<file path="src/rtl/tdm_frame_deser_if.sv">
// Parallel sample-word stream out of the TDM deserializer: head-of-FIFO word,
// its channel tag and frame-last marker, under valid/ready flow control.
interface tdm_frame_deser_if #(
  parameter int SAMPLE_W = 24,
  parameter int CH_W     = 3
);
  logic [SAMPLE_W-1:0] out_data;
  logic [CH_W-1:0]     out_ch;
  logic                out_last;
  logic                out_valid;
  logic                out_ready;

  modport master (
    output out_data,
    output out_ch,
    output out_last,
    output out_valid,
    input  out_ready
  );

  modport slave (
    input  out_data,
    input  out_ch,
    input  out_last,
    input  out_valid,
    output out_ready
  );
endinterface

</file>
<file path="src/rtl/tdm_frame_deser.sv">
// First-word fall-through FIFO; head entry visible combinationally.
// Latency: write to head visibility is 0 cycles after the push edge.
// Backpressure: a push while full is accepted only if a pop happens the same cycle.
module tdm_frame_deser_fifo #(
  parameter int W     = 8,
  parameter int DEPTH = 4
) (
  input  logic         clk,
  input  logic         rst,
  input  logic         push,
  input  logic [W-1:0] push_dat,
  input  logic         pop,
  output logic [W-1:0] head_dat,
  output logic         full,
  output logic         empty
);
  localparam int AW = $clog2(DEPTH);

  logic [W-1:0]  mem [DEPTH];
  logic [AW-1:0] wr_ptr;
  logic [AW-1:0] rd_ptr;
  logic [AW:0]   count;
  logic          do_push;
  logic          do_pop;

  assign empty    = (count == '0);
  assign full     = (count == (AW+1)'(DEPTH));
  assign do_pop   = pop & ~empty;
  assign do_push  = push & (~full | do_pop);
  assign head_dat = mem[rd_ptr];

  always_ff @(posedge clk or posedge rst) begin
    if (rst) begin
      wr_ptr <= '0;
      rd_ptr <= '0;
      count  <= '0;
      for (int i = 0; i < DEPTH; i++) mem[i] <= '0;
    end else begin
      if (do_push) begin
        mem[wr_ptr] <= push_dat;
        wr_ptr      <= wr_ptr + 1'b1;
      end
      if (do_pop) rd_ptr <= rd_ptr + 1'b1;
      case ({do_push, do_pop})
        2'b10:   count <= count + 1'b1;
        2'b01:   count <= count - 1'b1;
        default: count <= count;
      endcase
    end
  end
endmodule

// Rebuilds the serial TDM chain output into per-channel words, MSB first, channel 0 first.
// Latency: a word reaches out_valid on the same edge that samples its LSB (FIFO empty).
// Backpressure: FIFO absorbs stalls; a word completed while full is dropped and flagged.
module tdm_frame_deser #(
  parameter int N_CH       = 8,
  parameter int SAMPLE_W   = 24,
  parameter int FIFO_DEPTH = 4,
  parameter int CH_W       = (N_CH > 1) ? $clog2(N_CH) : 1
) (
  input  logic clk,
  input  logic rst,
  input  logic lr_clk,
  input  logic serial_in,
  input  logic clear_flags,
  output logic overflow,
  output logic frame_err,
  tdm_frame_deser_if.master out
);
  localparam int BW = $clog2(SAMPLE_W);
  localparam int FW = SAMPLE_W + CH_W + 1;
  localparam logic [BW-1:0]   LAST_BIT = BW'(SAMPLE_W - 1);
  localparam logic [CH_W-1:0] LAST_CH  = CH_W'(N_CH - 1);

  typedef enum logic [1:0] {IDLE, CAPTURE, DONE} state_t;

  state_t              state, state_n;
  logic                lr_prev;
  logic                lr_rise;
  logic [BW-1:0]       bit_cnt, bit_cnt_n;
  logic [CH_W-1:0]     ch_cnt, ch_cnt_n;
  logic [SAMPLE_W-2:0] shreg, shreg_n;
  logic [SAMPLE_W-1:0] word_n;
  logic                push_req;
  logic                ferr_set;
  logic                ovf_set;
  logic                pop_fire;
  logic                fifo_full;
  logic                fifo_empty;
  logic [FW-1:0]       push_dat;
  logic [FW-1:0]       head_dat;

  assign lr_rise  = lr_clk & ~lr_prev;
  assign word_n   = {shreg, serial_in};
  assign push_dat = {(ch_cnt == LAST_CH), ch_cnt, word_n};

  always_ff @(posedge clk or posedge rst) begin
    if (rst) begin
      state   <= IDLE;
      lr_prev <= 1'b1;
      bit_cnt <= '0;
      ch_cnt  <= '0;
      shreg   <= '0;
    end else begin
      state   <= state_n;
      lr_prev <= lr_clk;
      bit_cnt <= bit_cnt_n;
      ch_cnt  <= ch_cnt_n;
      shreg   <= shreg_n;
    end
  end

  // A rising frame clock always restarts at channel 0 with this cycle's bit as the MSB;
  // inside CAPTURE that means the running frame was cut short.
  always_comb begin
    state_n   = state;
    bit_cnt_n = bit_cnt;
    ch_cnt_n  = ch_cnt;
    shreg_n   = shreg;
    push_req  = 1'b0;
    ferr_set  = 1'b0;
    case (state)
      IDLE, DONE: begin
        if (lr_rise) begin
          state_n   = CAPTURE;
          bit_cnt_n = BW'(1);
          ch_cnt_n  = '0;
          shreg_n   = word_n[SAMPLE_W-2:0];
        end
      end
      CAPTURE: begin
        shreg_n = word_n[SAMPLE_W-2:0];
        if (lr_rise) begin
          ferr_set  = 1'b1;
          bit_cnt_n = BW'(1);
          ch_cnt_n  = '0;
        end else if (bit_cnt == LAST_BIT) begin
          push_req  = 1'b1;
          bit_cnt_n = '0;
          if (ch_cnt == LAST_CH) begin
            ch_cnt_n = '0;
            state_n  = DONE;
          end else begin
            ch_cnt_n = ch_cnt + 1'b1;
          end
        end else begin
          bit_cnt_n = bit_cnt + 1'b1;
        end
      end
      default: state_n = IDLE;
    endcase
  end

  assign pop_fire = out.out_ready & ~fifo_empty;
  assign ovf_set  = push_req & fifo_full & ~pop_fire;

  tdm_frame_deser_fifo #(
    .W     (FW),
    .DEPTH (FIFO_DEPTH)
  ) u_fifo (
    .clk      (clk),
    .rst      (rst),
    .push     (push_req),
    .push_dat (push_dat),
    .pop      (out.out_ready),
    .head_dat (head_dat),
    .full     (fifo_full),
    .empty    (fifo_empty)
  );

  assign {out.out_last, out.out_ch, out.out_data} = head_dat;
  assign out.out_valid = ~fifo_empty;

  // Set events take priority over a same-cycle clear.
  always_ff @(posedge clk or posedge rst) begin
    if (rst) begin
      overflow  <= 1'b0;
      frame_err <= 1'b0;
    end else begin
      overflow  <= ovf_set  | (overflow  & ~clear_flags);
      frame_err <= ferr_set | (frame_err & ~clear_flags);
    end
  end
endmodule
</file>
<file path="src/flat_wrapper.sv">
// flat-port wrapper written by rule: the top's interface ports become plain ports
module tdm_frame_deser_flat 
#(
  parameter int N_CH       = 8,
  parameter int SAMPLE_W   = 24,
  parameter int FIFO_DEPTH = 4,
  parameter int CH_W       = (N_CH > 1) ? $clog2(N_CH) : 1
)
  (clk, rst, lr_clk, serial_in, clear_flags, overflow, frame_err, out_out_data, out_out_ch, out_out_last, out_out_valid, out_out_ready);
  tdm_frame_deser_if #(.SAMPLE_W(SAMPLE_W), .CH_W(CH_W)) out_i ();
  input  logic clk;
  input  logic rst;
  input  logic lr_clk;
  input  logic serial_in;
  input  logic clear_flags;
  output logic overflow;
  output logic frame_err;
  output wire logic [$bits(out_i.out_data)-1:0] out_out_data;
  output wire logic [$bits(out_i.out_ch)-1:0] out_out_ch;
  output wire logic [$bits(out_i.out_last)-1:0] out_out_last;
  output wire logic [$bits(out_i.out_valid)-1:0] out_out_valid;
  input wire logic [$bits(out_i.out_ready)-1:0] out_out_ready;
  assign out_out_data = out_i.out_data;
  assign out_out_ch = out_i.out_ch;
  assign out_out_last = out_i.out_last;
  assign out_out_valid = out_i.out_valid;
  assign out_i.out_ready = out_out_ready;
  tdm_frame_deser #(.N_CH(N_CH), .SAMPLE_W(SAMPLE_W), .FIFO_DEPTH(FIFO_DEPTH), .CH_W(CH_W)) u_core (.clk(clk), .rst(rst), .lr_clk(lr_clk), .serial_in(serial_in), .clear_flags(clear_flags), .overflow(overflow), .frame_err(frame_err), .out(out_i));
endmodule
</file>
<file path="config.mk">
export PLATFORM = sky130hd
export DESIGN_NAME = tdm_frame_deser_flat
export DESIGN_NICKNAME = d
export VERILOG_FILES = /design/src/rtl/tdm_frame_deser_if.sv /design/src/rtl/tdm_frame_deser.sv /design/src/flat_wrapper.sv
export SDC_FILE = /design/constraint.sdc
export NUM_CORES = 1
export LEC_CHECK = 0
export CORE_MARGIN = 3
export CORE_UTILIZATION = 25
export DETAILED_ROUTE_END_ITERATION = 7
export GPL_TIMING_DRIVEN = 0
export PLACE_DENSITY_LB_ADDON = 0.25
export SLEW_MARGIN = 20
export SYNTH_ARGS = -nofsm -noshare
export SYNTH_HDL_FRONTEND = slang
export SYNTH_HIERARCHICAL = 1
export SYNTH_SLANG_ARGS = --single-unit
export TNS_END_PERCENT = 50
</file>
<file path="constraint.sdc">
create_clock -name clk -period 6.1 [get_ports clk]
set_input_delay 1.22 -clock clk [delete_from_list [all_inputs] [get_ports clk]]
set_output_delay 1.22 -clock clk [all_outputs]
set_load 0.03 [all_outputs]
</file>
==> Word-level counts from Yosys, hierarchy flattened <==
Index checks and enable logic that the tools add are counted.
Widths: inputs -> output; s select.
{ "totals": {"register_bits": 155, "inputBits": 6, "out_inout_bits": 31} }
{ "op_classes": {"addsub": 6, "n_lt_le_gt_ge": 3, "eq_ne": 12, "muxes": 28, "bitwise": 17, "n_reduce_logical": 9} }
{ "ops": {"columns": ["cell", "count"], "rows": [
  ["$bwmux 112", 1],
  ["$mux 28", 3],
  ["$bmux 28 s2", 1],
  ["$demux 28 s2", 1],
  ["$pmux 23 s2", 1],
  ["$mux 23", 1],
  ["$mux 5", 3],
  ["$mux 3", 4],
  ["$pmux 3 s2", 2],
  ["$pmux 5 s2", 1],
  ["$mux 2", 4],
  ["$and 1x1->1", 7],
  ["$add 3x1->3 const B", 2],
  ["$eq 3x3->1 const B", 2],
  ["$ge 3x3->1 const B", 2],
  ["$not 2->3", 2],
  ["$add 5x1->5 const B", 1],
  ["$eq 5x5->1 const B", 1],
  ["$mux 1", 5],
  ["$not 1->1", 5],
  ["$add 2x1->2 const B", 2],
  ["$eq 2x1->1 const B", 2],
  ["$eq 2x2->1 const B", 2],
  ["$ne 2x1->1 const B", 2],
  ["14 further kinds", 18]
]} }

==> Longest topological paths before layout <==
{ "depth": {"word_depth": 7, "depth_mapped": 11} }

==> Hierarchy <==
The synthesis kept the hierarchy.
{ "modules_own_cells": {"columns": ["mod", "n_inst", "cells_per_inst", "area_each_um2", "seq_area_each_um2"], "rows": [
  ["tdm_frame_deser_fifo", 1, 308, 5263.8, 2977.9],
  ["tdm_frame_deser", 1, 119, 1622.8, 902.1]
]} }

==> Worst setup path before layout <==
No wires, ideal clock.
{ "synth_timing": {"kind": "in2reg", "from": "in out_out_ready", "to": "reg u_core.u_fifo.count[2]", "setup_time_ps": 79, "arrival_ps": 2764, "required_time_ps": 6021, "setup_slack_ps": 3257, "stages": 8, "path_cell_list": "nor4b_4 nand2b_1 ha_1 inv_1 fa_1 xor2_1 nor2_1 xor2_1"} }
{ "synth_between": {"elab_chain_cells": 5, "word_cells_on_any_way": 7, "cone_classes": "eq/ne: 2; mux: 1; bitwise: 3; reduce/logical: 1"} }
{ "synth_lines": {"columns": ["item", "line_no", "rtl"], "rows": [
  ["from (decl)", "flat_wrapper.sv:22", "input wire logic [$bits(out_i.out_ready)-1:0] out_out_ready;"],
  ["$and 1x1->1 *", "tdm_frame_deser.sv:28", "assign do_pop = pop & ~empty;"],
  ["$or 1x1->1", "tdm_frame_deser.sv:29", "assign do_push = push & (~full | do_pop);"],
  ["$and 1x1->1", "tdm_frame_deser.sv:29", null],
  ["$eq 2x1->1 or $eq 2x2->1 (tied branches)", "tdm_frame_deser.sv:44", "case ({do_push, do_pop})"],
  ["$pmux 3 s2 or $reduce_bool 2->1 (tied branches)", null, null],
  ["to (signal assigned)", "tdm_frame_deser.sv:45", "2'b10: count <= count + 1'b1;"],
  ["to (signal assigned)", "tdm_frame_deser.sv:46", "2'b01: count <= count - 1'b1;"],
  ["to (signal assigned)", "tdm_frame_deser.sv:47", "default: count <= count;"],
  ["to (decl)", "tdm_frame_deser.sv:22", "logic [AW:0] count;"]
]} }
Mark *: on every way between the ends. The rest lies on a longest branch, timed or not.
A chain may end at the register's enable or synchronous reset.

==> Final worst setup path <==
{ "layout_timing": {"from": "reg u_core.u_fifo.rd_ptr[1]", "to": "out out_out_data[0]"} }
{ "layout_between": {"elab_chain_cells": 4} }
{ "layout_lines": {"columns": ["item", "line_no", "rtl"], "rows": [
  ["from (decl)", "tdm_frame_deser.sv:21", "logic [AW-1:0] rd_ptr;"],
  ["from (signal assigned)", "tdm_frame_deser.sv:43", "if (do_pop) rd_ptr <= rd_ptr + 1'b1;"],
  ["$not 2->3 (not written as such)", "tdm_frame_deser.sv:30", "assign head_dat = mem[rd_ptr];"],
  ["$bmux 28 s2", "tdm_frame_deser.sv:30", null],
  ["$mux 28 (not written as such) (2 in series)", "tdm_frame_deser.sv:30", null],
  ["to (decl)", "flat_wrapper.sv:18", "output wire logic [$bits(out_i.out_data)-1:0] out_out_data;"]
]} }
Every way passes these cells. The select of a mux whose other input is x is not followed.

==> impl_metrics.py <==
metrics = {
    "run_status": {
        "status": "completed",
    },
    "final_layout": {
        "ff_latch_area_mm2": 0.00388,
        "diodes": 0,
        "syn2layout_area_growth_pct": 20.4,
        "nets": 499,
        "fillers": 2667,
        "drive_gt1_share_pct": 41.6,
        "multi_input_area_mm2": 0.00279,
    },
    "clocking": {
        "post_cts_resized": 0,
        "cts_max_path_buffers": 2,
        "hold_buffers": 0,
        "clk_pin_slew_worst_paths_ps": 60,
        "clock_latency_ps": 420,
        "post-cts-setup-buffers": 0,
        "cts_max_level": 4,
        "tritoncts": "done",
        "cts_made_buffers": 17,
        "cts_root_buf": "clkbuf_16",
        "cts.sinks": 155,
    },
    "logic_synthesis": {
        "syn_area_mm2": 0.00689,
        "synth-adder-area-share_pct": 1.74,
        "synthTopCellsByCount": "dfrtp_1, mux2_2, mux4_2",
        "yosys_warnings": 6,
        "synth_top_area_share_pct": 56.0,
        "synth_ff_type": "dfrtp_1",
        "synth_area_per_cell_um2": 16.1,
        "async_flop_share_pct": 100,
        "synth_area_leaders": "dfrtp_1, mux2_2, mux4_2",
        "syn-num-nets": 442,
        "synth_top_area_cell": "dfrtp_1",
        "synth.distinct_cells": 48,
        "synth_edf_count": 0,
        "synth-xor-area-share_pct": 0.763,
        "yosys_register_bits": 155,
        "synth.most_common_cell": "dfrtp_1",
        "synth.yosys.seq_area_share_pct": 56.3,
        "synth_top_family_by_area": "multiplexers",
        "synth_cells": 427,
        "synthMuxAreaShare_pct": 31.5,
        "synth_simple_gate_area_share_pct": 3.80,
        "synth_compound_area_share_pct": 2.63,
    },
    "setup_path": {
        "cp-end-kind": "output pin",
        "worstPathRequired_ps": 4880,
        "crit_path_top_delay_cell": "clkdlybuf4s50_1",
        "crit_type": "reg2out",
        "cp_top_family": "buffers and inverters",
        "start_kind": "flop",
        "critPathMaxFanout": 10,
        "crit_buf_inv": 3,
        "slowest_delay_ps": 630,
        "path_cells": "clkbuf_1 -> buf_2 -> mux4_2 -> clkdlybuf4s50_1",
        "critPathArrivalTime_ps": 2800,
    },
    "timing": {
        "relSlewSlack_pct": 49.0,
        "hold_viol": 0,
        "rsz0062_at_grt": "false",
        "setup_viol": 0,
        "fin_crit_sh_pct": 65.9,
        "fin_skew_ps": 11.6,
        "worstMarginPinSlew_ps": 764,
        "fmax_mhz": 249,
        "report.final.slew_viol_count": 0,
        "holdWs_ps": 501,
        "finalCriticalPeriod_ps": 4020,
        "final.setup.tns_ps": 0,
    },
    "die": {
        "rows": 60,
        "dieArea_mm2": 0.0296,
        "ios": 37,
        "die_x_um": 172,
        "start_util_pct": 25.5,
        "die-height_um": 172,
        "core_mm2": 0.0270,
    },
    "placement": {
        "gp_congestion": 0.748,
        "numPortBuffers": 36,
        "place_hpwl_mm": 9.73,
    },
    "grt": {
        "grt_pass1_wl_mm": 23.8,
        "track_usage_pct": 10.6,
        "antenna_found_initial": 0,
        "grt_pass1_vias": 4180,
        "grt_max_degree": 76,
        "grt_overflow_total": 0,
    },
    "hold_path": {
        "hp-class": "reg2reg",
    },
    "detailed_routing": {
        "wl_mm": 14.7,
        "vias": 3723,
        "drc_errors": 0,
        "drtPass1Iterations": 4,
        "wl_per_cell_um": 17.6,
        "drt_iter0_markers": 242,
        "viasPerCell": 4.44,
        "antenna_left": 0,
    },
    "pwr": {
        "peakVddDrop_mv": 0.146,
        "powerDensity_mw_per_mm2": 308,
        "power_uw": 2560,
        "p_leak_uw": 0.00377,
    },
    "flow_run": {
        "drv_cap": 0,
    },
}
## cells in the final DEF, fill, tap and decap left out, drive strengths merged, types with 5 or more instances in the layout
cell,Yosys,routed
inv,14,21
clkdlybuf4s50,0,36
clkbuf,2,20
nand2,12,12
buf,17,19
ha,8,8
nor2,7,7
mux2,136,136
mux4,28,28
dfrtp,154,154
clkinvlp,0,5
## per-stage QoR
step | cells | utilization [%] | setup WS (ps) | area [um^2]
floorplan | 427 | - | 1720 | 6890
global placement | 804 | 28.4 | 129 | 7670
detailed placement | 806 | 28.6 | 2160 | 7730
CTS | 838 | 30.7 | 1970 | 8290
global route | 838 | 30.7 | 1920 | 8290
finish | 838 | 30.7 | 2080 | 8290
## report_power, final
group	switching (uW)	total (uW)	internal, uW
registers	61.2	1150	1090
logic	230	419	189
clock network	453	990	537
total	744	2560	1810
## final timing paths
check	start	endpoint	slack, ps	depth (start not counted)
max	u_core/u_fifo/rd_ptr[1]	out_out_data[0]	2080	4
min reg2reg	u_core/u_fifo/mem[9]	u_core/u_fifo/mem[9]	500	1
min	u_core/u_fifo/mem[9]	u_core/u_fifo/mem[9]	500	1
min in group asynchronous	rst	u_core/u_fifo/mem[91]	1250	2
max in group asynchronous	rst	u_core/u_fifo/mem[51]	4140	3
max reg2reg	u_core/lr_prev	u_core/u_fifo/mem[23]	3340	7
## state kept, by name, indices dropped and copies added, names as in the netlist, 2 cells and up
| register | cells |
|---|---|
| u_core/shreg | 23 |
| u_core/u_fifo/count | 3 |
| u_core/ch_cnt | 3 |
| u_core/u_fifo/rd_ptr | 2 |
| u_core/state | 2 |
| u_core/u_fifo/mem | 112 |
| u_core/u_fifo/wr_ptr | 2 |
| u_core/bit_cnt | 5 |
## per-layer routing
metal  vias up  wire [um]  global-route usage (%)
met3        15        435                    2.72
met4         0        191                    3.02
met1      1962       6970                    13.9
li1       1698          -                       -
met5         -          0                       0
met2        48       7150                    17.3
## cell type report
class,count,area share (%)
Sequential cell,155,46.8
Multi-Input combinational cell,239,33.6
Clock buffer,18,5.17
Tap cell,341,5.14
Timing Repair Buffer,38,5.01
Buffer,19,2.01
Clock inverter,14,1.58
Inverter,14,0.694
## cells by family (layout without fill, tap and decap cells)
family,Yosys count,after routing
AO/OA/AOI/OAI,21,21
AND/OR/NAND/NOR,38,38
XOR/XNOR,6,6
multiplexers,165,165
flip-flops,155,155
buffers and inverters,33,103
adder cells (fa/ha/maj),9,9
Note: power is estimated with default switching activity, not from simulation.
